### config.mk
export PLATFORM = sky130hd
export DESIGN_NAME = a2d_seq
export DESIGN_NICKNAME = d
export VERILOG_FILES = /design/src/rtl/a2d_pkg.sv /design/src/rtl/a2d_seq.sv
export SDC_FILE = /design/constraint.sdc
export NUM_CORES = 1
export LEC_CHECK = 0
export BUFFER_PORTS_ARGS = -buffer_cell sky130_fd_sc_hd__buf_2
export CORE_ASPECT_RATIO = 1.75
export CORE_UTILIZATION = 50
export CTS_BUF_LIST = sky130_fd_sc_hd__clkbuf_8 sky130_fd_sc_hd__clkbuf_16
export CTS_CLUSTER_DIAMETER = 150
export DETAILED_ROUTE_END_ITERATION = 8
export PLACE_DENSITY_LB_ADDON = 0.12
export SYNTH_ARGS = -nofsm -noshare
export SYNTH_HDL_FRONTEND = slang
export SYNTH_SLANG_ARGS = --single-unit
### constraint.sdc
create_clock -name clk -period 1.95 [get_ports clk]
set_input_delay 0.39 -clock clk [delete_from_list [all_inputs] [get_ports clk]]
set_output_delay 0.39 -clock clk [all_outputs]
set_load 0.05 [all_outputs]
### src/rtl/a2d_pkg.sv
// a2d_pkg -- shared types and helpers for the A2D round sequencer.
//   state_e    : sequencer FSM states
//   sel_e      : which reading of the round is in progress
//   CH_*       : ADC channel numbers for left cell, right cell, battery
//   chnl_of()  : reading index -> ADC channel number
//   build_cmd(): ADC channel -> 16-bit SPI command word
package a2d_pkg;

    typedef enum logic [2:0] {
        IDLE,
        CMD,
        WAIT_CMD,
        GAP,
        READ,
        WAIT_RD
    } state_e;

    typedef enum logic [1:0] {
        SEL_LFT,
        SEL_RGHT,
        SEL_BATT
    } sel_e;

    localparam logic [2:0] CH_LFT  = 3'd0;
    localparam logic [2:0] CH_RGHT = 3'd4;
    localparam logic [2:0] CH_BATT = 3'd5;

    function automatic logic [2:0] chnl_of(input sel_e sel);
        logic [2:0] ch;
        case (sel)
            SEL_LFT:  ch = CH_LFT;
            SEL_RGHT: ch = CH_RGHT;
            default:  ch = CH_BATT;
        endcase
        return ch;
    endfunction

    function automatic logic [15:0] build_cmd(input logic [2:0] chnl);
        return {2'b00, chnl, 11'h000};
    endfunction

endpackage

### src/rtl/a2d_seq.sv
// a2d_seq -- sequences one A2D conversion round over SPI: left cell (ch 0),
// right cell (ch 4), battery (ch 5). Each channel takes two SPI transactions;
// the first primes the ADC mux, the second returns the result.
//
// Parameters:
//   TIMEOUT : max cycles waited for SPI done before the round is aborted
//   PERIOD  : auto-round interval in clk cycles (A2D_SEQ_AUTO_EN only)
// Ports:
//   clk, rst_n         : clock, asynchronous active-low reset
//   nxt                : pulse requesting one round (ignored while busy)
//   wrt                : one-cycle pulse launching an SPI transaction
//   cmd[15:0]          : SPI command word, stable from wrt until done
//   done               : SPI transaction-complete pulse
//   rd_data[15:0]      : SPI receive word, valid with done
//   lft_ld/rght_ld/batt: latest 12-bit readings
//   vld                : one-cycle pulse when a round completes
//   err                : sticky timeout flag, cleared only by reset
// Configuration:
//   A2D_SEQ_AUTO_EN    : when defined, an internal counter also starts a
//                        round every PERIOD cycles (dropped if busy).
module a2d_seq
    import a2d_pkg::*;
#(
    parameter int unsigned TIMEOUT = 1024,
    parameter int unsigned PERIOD  = 65536
) (
    input  logic        clk,
    input  logic        rst_n,
    input  logic        nxt,
    output logic        wrt,
    output logic [15:0] cmd,
    input  logic        done,
    input  logic [15:0] rd_data,
    output logic [11:0] lft_ld,
    output logic [11:0] rght_ld,
    output logic [11:0] batt,
    output logic        vld,
    output logic        err
);

    localparam int unsigned TW = (TIMEOUT > 1) ? $clog2(TIMEOUT) : 1;
    localparam logic [TW-1:0] TMO_LAST = TW'(TIMEOUT - 1);

    state_e        state_q, state_d;
    sel_e          sel_q, sel_d;
    logic [TW-1:0] tmo_q, tmo_d;
    logic          err_q, err_d;
    logic          vld_q, vld_d;
    logic [11:0]   lft_q, lft_d;
    logic [11:0]   rght_q, rght_d;
    logic [11:0]   batt_q, batt_d;
    logic          start;

    // Only the 12-bit conversion result is meaningful.
    logic unused_rd_hi;
    assign unused_rd_hi = ^rd_data[15:12];

`ifdef A2D_SEQ_AUTO_EN
    localparam int unsigned PW = (PERIOD > 1) ? $clog2(PERIOD) : 1;
    localparam logic [PW-1:0] PER_LAST = PW'(PERIOD - 1);

    logic [PW-1:0] per_q;
    logic          auto_start;

    assign auto_start = (per_q == PER_LAST);

    always_ff @(posedge clk or negedge rst_n) begin
        if (!rst_n) begin
            per_q <= '0;
        end else begin
            per_q <= auto_start ? '0 : per_q + 1'b1;
        end
    end

    // Auto starts behave exactly like a port pulse: IDLE drops them when busy.
    assign start = nxt | auto_start;
`else
    assign start = nxt;
`endif

    // sel_q only advances on the final done of a channel, so cmd stays put
    // from wrt until the matching done without a separate holding register.
    assign cmd = build_cmd(chnl_of(sel_q));
    assign wrt = (state_q == CMD) || (state_q == READ);

    always_comb begin
        state_d = state_q;
        sel_d   = sel_q;
        tmo_d   = '0;
        err_d   = err_q;
        vld_d   = 1'b0;
        lft_d   = lft_q;
        rght_d  = rght_q;
        batt_d  = batt_q;
        case (state_q)
            IDLE: begin
                if (start) state_d = CMD;
            end
            CMD: begin
                state_d = WAIT_CMD;
            end
            WAIT_CMD: begin
                if (done) begin
                    state_d = GAP;
                end else if (tmo_q == TMO_LAST) begin
                    state_d = IDLE;
                    sel_d   = SEL_LFT;
                    err_d   = 1'b1;
                end else begin
                    tmo_d = tmo_q + 1'b1;
                end
            end
            GAP: begin
                state_d = READ;
            end
            READ: begin
                state_d = WAIT_RD;
            end
            WAIT_RD: begin
                if (done) begin
                    case (sel_q)
                        SEL_LFT: begin
                            lft_d   = rd_data[11:0];
                            sel_d   = SEL_RGHT;
                            state_d = CMD;
                        end
                        SEL_RGHT: begin
                            rght_d  = rd_data[11:0];
                            sel_d   = SEL_BATT;
                            state_d = CMD;
                        end
                        default: begin
                            batt_d  = rd_data[11:0];
                            vld_d   = 1'b1;
                            sel_d   = SEL_LFT;
                            state_d = IDLE;
                        end
                    endcase
                end else if (tmo_q == TMO_LAST) begin
                    // Abort keeps whatever was captured earlier in the round.
                    state_d = IDLE;
                    sel_d   = SEL_LFT;
                    err_d   = 1'b1;
                end else begin
                    tmo_d = tmo_q + 1'b1;
                end
            end
            default: begin
                state_d = IDLE;
                sel_d   = SEL_LFT;
            end
        endcase
    end

    always_ff @(posedge clk or negedge rst_n) begin
        if (!rst_n) begin
            state_q <= IDLE;
            sel_q   <= SEL_LFT;
            tmo_q   <= '0;
            err_q   <= 1'b0;
            vld_q   <= 1'b0;
            lft_q   <= '0;
            rght_q  <= '0;
            batt_q  <= '0;
        end else begin
            state_q <= state_d;
            sel_q   <= sel_d;
            tmo_q   <= tmo_d;
            err_q   <= err_d;
            vld_q   <= vld_d;
            lft_q   <= lft_d;
            rght_q  <= rght_d;
            batt_q  <= batt_d;
        end
    end

    assign lft_ld  = lft_q;
    assign rght_ld = rght_q;
    assign batt    = batt_q;
    assign vld     = vld_q;
    assign err     = err_q;

endmodule
# Word-level counts from Yosys, hierarchy flattened
# Cells that the tools add are included.
# W data, S select, Z words.
# op_classes
magnitude_cmp	0
n_reduce_logical	11
n_mux	18
n_bitwise	3
div_mod_pow	0
n_shift	0
n_mul	0
addsub	1
eq_ne	9
# op_table
operator	count
$mux W10	3
$pmux W3 S6	1
$mux W3	4
$reduce_and A3 Y1	4
$add A10 B1 Y10 const B	1
$eq A10 B10 Y1 const B	1
$eq A3 B2 Y1 const B	2
$eq A3 B3 Y1 const B	2
$mux W2	3
$pmux W2 S3	1
$pmux W3 S2	1
$mux W1	4
$ne A2 B2 Y1 const B	2
$pmux W2 S2	1
$reduce_or A2 Y1	2
$reduce_or A4 Y1	1
$eq A3 B1 Y1 const B	1
$logic_not A3 Y1	1
$not A1 Y1	3
$eq A2 B1 Y1 const B	1
$logic_not A2 Y1	1
$reduce_and A2 Y1	1
$logic_or A1 B1 Y1	1
# totals
out_inout_bits	55
mem_bits_ro	0
ram_bits	0
latch_bits	0
mem_count	0
word_cells	50
register_bits	53

# Depth between registers and ports, before layout
# depth
ltp_word	5
depth_mapped	7

# Least setup slack after synthesis
# OpenSTA, ideal clock, no wires.
# synth_path
path_kind	reg2reg
start	reg sel_q[1]
end	reg lft_q[10], in the netlist lft_ld[10]
t_required_ns	1.825
slack_ns	0.036
path_stages_with_launch	6
n_path_buf	2
arrival_time_ns	1.789
synth_period_minus_slack_ns	1.914
setup_time_ns	0.125
cell_sequence	dfrtp_1 > or2_1 > or3_1 > buf_6 > buf_12 > mux2_4
# synth_between
elab_chain_len	2
# synth_lines
element	line_no	rtl
start: declaration	a2d_seq.sv:45	sel_e sel_q, sel_d;
start signal: assignment	a2d_seq.sv:167	sel_q <= sel_d;
$logic_not A2 Y1	a2d_seq.sv:121	case (sel_q)
$reduce_and A3 Y1 (no line)	--	
end signal: assignment	a2d_seq.sv:171	lft_q <= lft_d;
end: declaration	a2d_seq.sv:49	logic [11:0] lft_q, lft_d;
# No other way between the ends.
# A chain may end at the register's enable or synchronous reset.

# Worst setup path after layout
# layout_path
start	reg state_q[2]
end	out wrt
# layout_between
elab_chain_len	2
word_cells_on_any_way	3
# layout_lines
element	line_no	rtl
start: declaration	a2d_seq.sv:44	state_e state_q, state_d;
start signal: assignment	a2d_seq.sv:166	state_q <= state_d;
$eq A3 B1 Y1 or $eq A3 B3 Y1 (tied branches)	a2d_seq.sv:84	assign wrt = (state_q == CMD) || (state_q == READ);
$logic_or A1 B1 Y1 (*)	a2d_seq.sv:84	
end: declaration	a2d_seq.sv:30	output logic wrt,
# Mark *: on every way between the ends. The rest lies on a longest branch, timed or not.

==> flow_summary.ini <==
[status]
run_status = finished clean

[logic_synthesis]
postSynth.asyncResetShare_pct = 100.0
yosysSeqAreaShare_pct = 56.03
synth_edf_count = 0
synth_cells = 178
synth_cell_types = 38
yosys.area_share.xor_xnor_pct = 2.960
top_ff_cell_synth = sky130_fd_sc_hd__dfrtp_1
synthesis.area_sq_um = 2367
compound_cell_area_share_of_the_yosys_netlist_pct = 3.383
dominant_combinational_cell_family_by_area_after_synthesis = multiplexers
synth-adder-area-share_pct = 0.5285
synth_simple_gate_area_share_pct = 10.73
synth-seq-cells = 53
yosys_warnings = 0
synth_area_per_cell_sq_um = 13.30
synth_mux_area_share_pct = 18.39

[timing]
finalSetupViolCount = 0
max_freq_ghz = 0.5601
timing.final.crit_period_ns = 1.785
finalSetupTns_ns = 0
finalClockSkew_ns = 0.005150
final-max-slew-violation-count = 0
finalHoldViolCount = 0
period_share_pct = 91.55
grt_setup_unrepaired = no
worst_hold_margin_ns = 0.05687

[detailed_routing]
drtPass1Iterations = 4
routed-via-count = 1516
vias_per_cell = 5.246
drt_iter0_markers = 15
drt_drc_violations_left = 0
count_of_nets_left_with_antenna_violations_after_detail_routing = 0
totalWireLength_um = 4477
routedWlPerCell_um = 15.49

[global_route]
globalRouteMet3Util_pct = 4.878
grt_start_max_net_pins = 54
grt.overflow.total = 0
track_usage_pct = 19.85
grt-busiest-layer = met2
antenna_found_initial = 0
wire_length_of_the_first_global_routing_pass_um = 7320
met1_usage_pct = 22.98
met2_usage_pct = 33.64
first_global_vias = 1663

[floorplanning]
ios = 75
die_height_um = 93.03
fp.coreArea_sq_um = 4484
placementRows = 32
die-width_um = 54.02
die_area_sq_um = 5025
start_util_pct = 52.79

[power_and_ir_drop]
p_leak_uw = 0.001451
power.density_cell_area_nw_per_um2 = 1547
ir_worst_vdd_uv = 940.1

[cts]
cts_htree_levels = 2
cts_hold_repair.buffers = 0
cts_inserted_buffers = 5
cts_tree = done
worstSkewPairLatency_ns = 0.30
clk_pin_slew_worst_paths_ns = 0.09
postCtsSetupRepairBufs = 0
max-clock-path-buffers = 2
clock_sinks = 53
cells_resized_by_post_cts_repair = 0
clk_root_buffer_cell = sky130_fd_sc_hd__clkbuf_8

[worst_setup_path]
setup_slack_reg_to_reg_ns = 0.21
rr_worst_depth = 4
critical_path_fanouts_max = 9
data_arrival_time_of_the_critical_path_ns = 1.40
worstReg2RegEnd = lft_ld[6]
worstSetupEndpointType = output pin
critPathRequiredTime_ns = 1.56
regToRegStartpoint = state_q[1]
crit_type = reg2out
kind_of_launch_point_of_the_worst_setup_path = register

[job]
max_cap_violations = 0

[cells_and_area]
layout.cells.most_common = sky130_fd_sc_hd__buf_2
flow.area_growth_from_synthesis_pct = 15.65
design.final.nets = 258
num_antenna_cells = 0
most-common-layout-cells = 56 x sky130_fd_sc_hd__buf_2, 53 x sky130_fd_sc_hd__dfrtp_1, 28 x sky130_fd_sc_hd__mux2_2, 17 x sky130_fd_sc_hd__nor2_1, 14 x sky130_fd_sc_hd__conb_1
final_layout_size_suffix_gt1_share_pct = 45.80
fill_count = 387

[hold_path]
min_path_type = in2async

[placed_design]
place.gp.congestion = 0.8134
dpl.hpwl_um = 3284
placement.io_buffers = 56
## through the flow
stage | instances | util, % | total power, uW | setup WS [ns] | area (sq um)
after global routing | 289 | 61.05 | 4447 | 0.06585 | 2738
after CTS | 289 | 61.05 | 4282 | 0.1399 | 2738
after floorplan | 191 | - | 3208 | 0.03629 | 2416
final | 289 | 61.05 | 4236 | 0.1647 | 2738
after detailed placement | 281 | 58.79 | 3616 | 0.2189 | 2636
after global placement | 281 | 58.79 | 3541 | 0.2730 | 2636
## critical path: stages, from the launching register on
cell                      delay [ns]
sky130_fd_sc_hd__dfrtp_1        0.43
sky130_fd_sc_hd__buf_4          0.18
sky130_fd_sc_hd__xnor2_1        0.12
sky130_fd_sc_hd__nor2_1         0.10
sky130_fd_sc_hd__buf_2          0.27
## how the worst max path moves through the flow
stage | startpoint | end | slack (ns) | cells after the start
2_1_floorplan | sel_q[1] | lft_ld[10] | 0.04 | 5
3_3_place_gp | state_q[1] | lft_ld[7] | 0.27 | 4
3_5_place_dp | state_q[1] | lft_ld[8] | 0.22 | 4
4_1_cts | state_q[2] | wrt | 0.14 | 4
5_1_grt | state_q[2] | wrt | 0.07 | 4
6_report | state_q[2] | wrt | 0.16 | 4
## cell usage after synthesis, drive strengths merged, types with 2 or more instances
| master | n | area share [%] |
|---|---|---|
| o22ai | 2 | 0.53 |
| nand3 | 5 | 1.1 |
| mux2 | 36 | 18 |
| nand2b | 3 | 1.1 |
| nor2 | 17 | 2.7 |
| buf | 21 | 7.2 |
| nand2 | 5 | 0.79 |
| xor2 | 6 | 2.2 |
| inv | 3 | 0.48 |
| dfrtp | 53 | 56 |
| nand3b | 2 | 1.2 |
| and4 | 3 | 1.1 |
| xnor2 | 2 | 0.74 |
| nand4 | 2 | 0.53 |
## final cells by class
cell class	instances	area, sq um	share of cell area [%]
clock buffer	7	96.34	3.519
multi-input combinational	113	904.6	33.04
clock inverter	1	5.005	0.1828
tap	51	63.81	2.331
sequential	53	1326	48.45
timing repair buffer	61	330.3	12.07
inverter	3	11.26	0.4113
## power by group
part / internal (uW) / leakage [uW] / switching [uW] / total (uW)
logic: 571 / 0.000700 / 1410 / 1980
clock network: 321 / 0.0000542 / 339 / 660
registers: 1390 / 0.000697 / 207 / 1600
total: 2280 / 0.00145 / 1960 / 4240
## per-layer routing
metal	vias up	part of all wire, %
met5	-	0
met4	0	1.7
met3	8	4.6
met2	42	55
met1	773	39
li1	693	-
## flip-flops by register name, indices dropped and copies added (netlist names)
register	cells
batt	12
err	1
lft_ld	12
rght_ld	12
sel_q	2
state_q	3
tmo_q	10
vld	1
## kinds of logic after synthesis
kind of cell,count (synthesis)
compound gates,11
xor+xnor,8
fa+ha+maj,1
buf+inv,25
flops,53
mux,36
other cells,1
simple gates,43
No activity file was read; power rests on OpenSTA's default activity.
